[src/rtl/sdram_cmd_sched.sv]
// SDRAM command scheduler: arbitrates video refill against cache write-back/fill,
// issues one command per burst, counts beats and steers read data.
module sdram_cmd_sched #(
  parameter logic [14:0] VID_BASE   = 15'h6FF8,
  parameter logic [11:0] VID_LAST   = 12'd3071,
  parameter int          VID_STREAK = 4
) (
  input  logic        clk,
  input  logic        rst,
  input  logic        vid_need,
  input  logic        frame_sync,
  input  logic        cache_wr_req,
  input  logic        cache_rd_req,
  input  logic [11:0] cache_waddr,
  input  logic [11:0] cache_raddr,
  output logic [1:0]  sys_cmd,
  output logic [17:0] sys_addr,
  input  logic [1:0]  sys_cmd_ack,
  input  logic        sys_rd_data_valid,
  input  logic        sys_wr_data_valid,
  input  logic [15:0] sys_dout,
  output logic        cache_fill_en,
  output logic        cache_drain_en,
  output logic        cache_done,
  output logic [31:0] vq_data,
  output logic        vq_wr,
  output logic [11:0] vid_idx,
  output logic        busy
);

  // state | meaning
  // IDLE  | arbitrate, apply pending frame resync
  // ISSUE | command held on sys_cmd/sys_addr until acknowledged
  // BURST | counting data beats of the owner's burst
  typedef enum logic [1:0] {IDLE, ISSUE, BURST} state_t;
  // Owner codes equal the command issued for that owner.
  typedef enum logic [1:0] {OWN_CWR = 2'b01, OWN_VID = 2'b10, OWN_CRD = 2'b11} owner_t;

  localparam int SW = $clog2(VID_STREAK + 1);

  state_t        state, state_nxt;
  owner_t        owner, grant_owner;
  logic          grant;
  logic          streak_full;
  logic [SW-1:0] streak;
  logic [1:0]    ack_q;
  logic          ack_ok;
  logic          beat;
  logic          final_beat;
  logic [6:0]    beat_cnt;
  logic          sync_pend;
  logic [15:0]   low_half;
  logic [11:0]   eff_idx;
  logic [14:0]   vid_word;
  logic [17:0]   addr_sel;

  always_comb begin
    streak_full = (streak == SW'(VID_STREAK));
    grant       = 1'b0;
    grant_owner = OWN_VID;
    if (vid_need && !((cache_wr_req || cache_rd_req) && streak_full)) begin
      grant       = 1'b1;
      grant_owner = OWN_VID;
    end else if (cache_wr_req) begin
      grant       = 1'b1;
      grant_owner = OWN_CWR;
    end else if (cache_rd_req) begin
      grant       = 1'b1;
      grant_owner = OWN_CRD;
    end
  end

  // A resync still pending at grant time means this burst already starts at index 0.
  always_comb begin
    eff_idx  = sync_pend ? 12'd0 : vid_idx;
    vid_word = VID_BASE + {3'b000, ~eff_idx[11:2], eff_idx[1:0]};
    case (grant_owner)
      OWN_VID: addr_sel = {vid_word, 3'b000};
      OWN_CWR: addr_sel = {cache_waddr, 6'b0};
      default: addr_sel = {cache_raddr, 6'b0};
    endcase
  end

  assign ack_ok     = (state == ISSUE) && (sys_cmd_ack == sys_cmd) && (ack_q == 2'b00);
  assign beat       = (state == BURST) &&
                      ((owner == OWN_CWR) ? sys_wr_data_valid : sys_rd_data_valid);
  assign final_beat = beat && (beat_cnt == 7'd0);

  assign cache_fill_en  = (state == BURST) && (owner == OWN_CRD) && sys_rd_data_valid;
  assign cache_drain_en = (state == BURST) && (owner == OWN_CWR) && sys_wr_data_valid;
  assign busy           = (state != IDLE);

  always_ff @(posedge clk or posedge rst) begin
    if (rst) state <= IDLE;
    else     state <= state_nxt;
  end

  always_comb begin
    state_nxt = state;
    case (state)
      IDLE:    if (grant)      state_nxt = ISSUE;
      ISSUE:   if (ack_ok)     state_nxt = BURST;
      BURST:   if (final_beat) state_nxt = IDLE;
      default:                 state_nxt = IDLE;
    endcase
  end

  always_ff @(posedge clk or posedge rst) begin
    if (rst) begin
      owner      <= OWN_VID;
      sys_cmd    <= 2'b00;
      sys_addr   <= 18'd0;
      ack_q      <= 2'b00;
      beat_cnt   <= 7'd0;
      low_half   <= 16'd0;
      vq_data    <= 32'd0;
      vq_wr      <= 1'b0;
      cache_done <= 1'b0;
      streak     <= '0;
    end else begin
      ack_q      <= sys_cmd_ack;
      vq_wr      <= 1'b0;
      cache_done <= 1'b0;
      if (state == IDLE && grant) begin
        owner    <= grant_owner;
        sys_cmd  <= grant_owner;
        sys_addr <= addr_sel;
      end
      if (ack_ok) begin
        sys_cmd  <= 2'b00;
        sys_addr <= 18'd0;
        beat_cnt <= (owner == OWN_VID) ? 7'd15 : 7'd127;
      end
      // Beats count down from 15, so odd beats land on even counter values.
      if (beat) begin
        beat_cnt <= beat_cnt - 7'd1;
        if (owner == OWN_VID) begin
          if (!beat_cnt[0]) begin
            vq_data <= {sys_dout, low_half};
            vq_wr   <= 1'b1;
          end else begin
            low_half <= sys_dout;
          end
        end
      end
      if (final_beat) begin
        if (owner == OWN_VID) begin
          if (!streak_full) streak <= streak + SW'(1);
        end else begin
          cache_done <= 1'b1;
          streak     <= '0;
        end
      end
    end
  end

  always_ff @(posedge clk or posedge rst) begin
    if (rst) begin
      vid_idx   <= 12'd0;
      sync_pend <= 1'b0;
    end else if (state == IDLE && sync_pend) begin
      vid_idx   <= 12'd0;
      sync_pend <= frame_sync;
    end else if (final_beat && owner == OWN_VID) begin
      if (sync_pend || frame_sync) begin
        vid_idx   <= 12'd0;
        sync_pend <= 1'b0;
      end else begin
        vid_idx <= (vid_idx == VID_LAST) ? 12'd0 : vid_idx + 12'd1;
      end
    end else if (frame_sync) begin
      sync_pend <= 1'b1;
    end
  end

endmodule

[config.mk]
export PLATFORM = sky130hd
export DESIGN_NAME = sdram_cmd_sched
export DESIGN_NICKNAME = d
export VERILOG_FILES = /design/src/rtl/sdram_cmd_sched.sv
export SDC_FILE = /design/constraint.sdc
export NUM_CORES = 1
export LEC_CHECK = 0
export ABC_AREA = 1
export CAP_MARGIN = 20
export CORE_ASPECT_RATIO = 1.25
export CORE_MARGIN = 2
export CORE_UTILIZATION = 45
export CTS_CLUSTER_SIZE = 12
export DETAILED_ROUTE_END_ITERATION = 10
export PLACE_DENSITY = 0.86
export SLEW_MARGIN = 25
export SYNTH_ARGS = -nofsm -noshare
export SYNTH_HDL_FRONTEND = slang
export SYNTH_SLANG_ARGS = --single-unit
[constraint.sdc]
create_clock -name clk -period 3.7 [get_ports clk]
set_input_delay 1.11 -clock clk [delete_from_list [all_inputs] [get_ports clk]]
set_output_delay 1.11 -clock clk [all_outputs]
set_load 0.02 [all_outputs]
==> metrics.cfg <==
[run_status]
status = finished, final reports clean

[sta]
tns_ns = 0
period_share = 0.951
worst_pin_slew_ns = 0.606
rsz0062_at_grt = false
skew_ns = 0.00560
hold_viol = 0
slew_violations = 0
max_freq_mhz = 284
holdWs_ns = 0.478
fin_crit_ns = 3.52
slew-limit-headroom = 0.596
setup_violations = 0

[placement]
io_buffers = 115
gp_congestion = 0.915
postPlaceCellArea_um2 = 6000
dpl.hpwl_um = 9200

[critical_path]
crit_fanout = 2
critPathSlowestCell = clkdlybuf4s50_1
criticalPathCategory = in -> out
slowest_delay_ns = 0.60
cp_top_family = buffers and inverters
cp-start-kind = primary input
crit_buf_inv = 2
critPathMostFrequentCell = clkdlybuf4s50_1
cp-end-kind = output pin
cp_data_arrival_time_ns = 2.41
path_cells = clkdlybuf4s50_1 -> nand3_1 -> nor2_1 -> clkdlybuf4s50_1
crit_required_ns = 2.59

[drt]
routedWlPerCell_um = 14.7
vias_per_cell = 5.15
drt_iter0_markers = 234
wl_met3_um = 785
wl_um = 12500
drt_pass1_iterations = 5
top_layer = met4
met1_length_um = 4980
drtAntennaViolNets = 0
drc = 0
num_vias = 4395
wl_met2_um = 6410

[logic_synthesis]
synth-xor-area-share = 0.0147
synth-simple-area-share = 0.310
synth_seq_cells = 96
synth_flop_cell = dfrtp_1
yosysWarnings = 0
synth_common_cells = 211 x nand2_1, 95 x dfrtp_1, 64 x nand3_1
syn_area_um2 = 4780
async_flop_share = 1.00
synthMuxAreaShare = 0
netlist.area_leader.share = 0.498
synth_compound_area_frac = 0.0728
synth_fa_ha_area_frac = 0.0157
synth.most_common_cell = nand2_1
synth_cell_type_count = 35
synth_top_cell_by_area = dfrtp_1
synth_cells = 606
synth_top_family_by_area = simple AND/OR/NAND/NOR gates
ys_seq_area_frac = 0.503
synth_edf_count = 0
synth_area_per_cell_um2 = 7.89
synth.area.top_cells = dfrtp_1 50%, nand2_1 17%, nand3_1 6.7%, inv_1 4.2%, nor2_1 3.5%

[cells_and_area]
final_nets = 773
drive_gt1_frac = 0.0693
design_area_um2 = 6340
antennaDiodeCount = 0
fill_cells = 891
synthToLayoutAreaGrowth_pct = 32.7

[floorplan]
initial_core_util = 0.457
die_w_um = 96.2
io_pins = 119
placementRows = 42
die-area_um2 = 11500
die_h_um = 119
core_um2 = 10500

[clock_tree]
clkSlewWorstSetupHoldPaths_ns = 0.07
ctsResizeCount = 0
cts_buffers = 9
cts_tree = yes
clock-root-buffer = clkbuf_16
cts_max_level = 3
clock_sinks = 96
cts_setup_buffers = 0
cts_hold_buf = 0
clk_latency_ns = 0.34
cts.path.max_buffers = 2

[power]
leakage_nw = 3.02
power.density_nw_per_um2 = 550
ir_drop_mv = 0.365

[global_routing]
grt_pass1_vias = 4410
grt_pass1_wl_um = 20600
antenna_found_initial = 0
grtUsageTotal = 0.229
gr-total-overflow = 0
grt_start_max_net_pins = 41

[run]
cap_violations = 0

[min_path]
hp-class = reg -> reg

final cells by class:
class                      instances  area, um^2  share of cell area
timing repair buffer             122        1220               0.192
clock buffer                       9         225              0.0355
multi-input combinational        428        1990               0.313
sequential                        96        2400               0.379
clock inverter                     6         115              0.0182
inverter                          60         229              0.0361
tap                              132         165              0.0260
cell families after synthesis:
kind of cell / count (synthesis)
AOI/OAI and AO/OA: 62
xor gates and xnor gates: 8
adders and majority gates: 6
buffers and inverters: 84
DFF: 96
other: 1
and+or+nand+nor: 349
registers in the layout, summed over array words and instances (netlist names), 2 cells and up:
register / count
vq_data: 32
low_half: 16
sys_addr: 15
vid_idx: 12
beat_cnt: 7
streak: 3
ack_q: 2
owner: 2
state: 2
sys_cmd: 2
through the flow:
step	std cells	total power [W]	utilization	worst slack [ns]
2_1_floorplan	608	0.00202	-	0.0863
3_3_place_gp	838	0.00239	0.574	0.208
3_5_place_dp	838	0.00244	0.574	0.185
4_1_cts	853	0.00351	0.606	0.176
5_1_grt	853	0.00368	0.606	0.138
6_report	853	0.00349	0.606	0.181
path summary, 6_finish.rpt:
kind                                    from              to  slack [ns]  cells after the start
max                        sys_wr_data_valid  cache_drain_en        0.18                      4
min                              low_half[4]      vq_data[4]        0.48                      2
max in group asynchronous                rst      vq_data[2]        1.85                      3
max reg2reg                        streak[0]    sys_addr[12]        1.60                     10
min in group asynchronous                rst     vq_data[11]        1.14                      2
min reg2reg                      low_half[4]      vq_data[4]        0.48                      2
metal layers:
layer | global-route usage | vias up
met5 | 0 | -
met4 | 0.0938 | 0
met3 | 0.0424 | 30
met2 | 0.389 | 166
met1 | 0.280 | 2056
li1 | - | 2143
report_power, final:
group	internal, W	switching, W
Clock	0.000663	0.000403
Sequential	0.00127	0.000150
Combinational	0.000402	0.000597
worst register-to-register path, delay by kind of cell (launching register included):
kind / cells / cell delay [ns]
AND/OR/NAND/NOR: 6 / 0.88
buffers and inverters: 2 / 0.49
flip-flops: 1 / 0.35
adder cells (fa/ha/maj): 1 / 0.19
AO/OA/AOI/OAI: 1 / 0.10
cells in the final DEF, fill, tap and decap left out, drive strengths merged:
| cell type | n |
|---|---|
| clkbuf | 9 |
| nand4 | 8 |
| o21a | 1 |
| ha | 6 |
| nand3b | 2 |
| conb | 3 |
| xnor2 | 3 |
| bufinv | 3 |
| xor2 | 5 |
| buf | 7 |
| nand2 | 213 |
| o21ai | 52 |
| clkdlybuf4s50 | 115 |
| a21oi | 4 |
| nand3 | 67 |
| dfstp | 1 |
| or2 | 5 |
| o211ai | 3 |
| nor2 | 49 |
| dfrtp | 95 |
| nor3 | 5 |
| inv | 60 |
| o21bai | 2 |
| clkinv | 3 |
No activity file was read; power rests on OpenSTA's default activity.
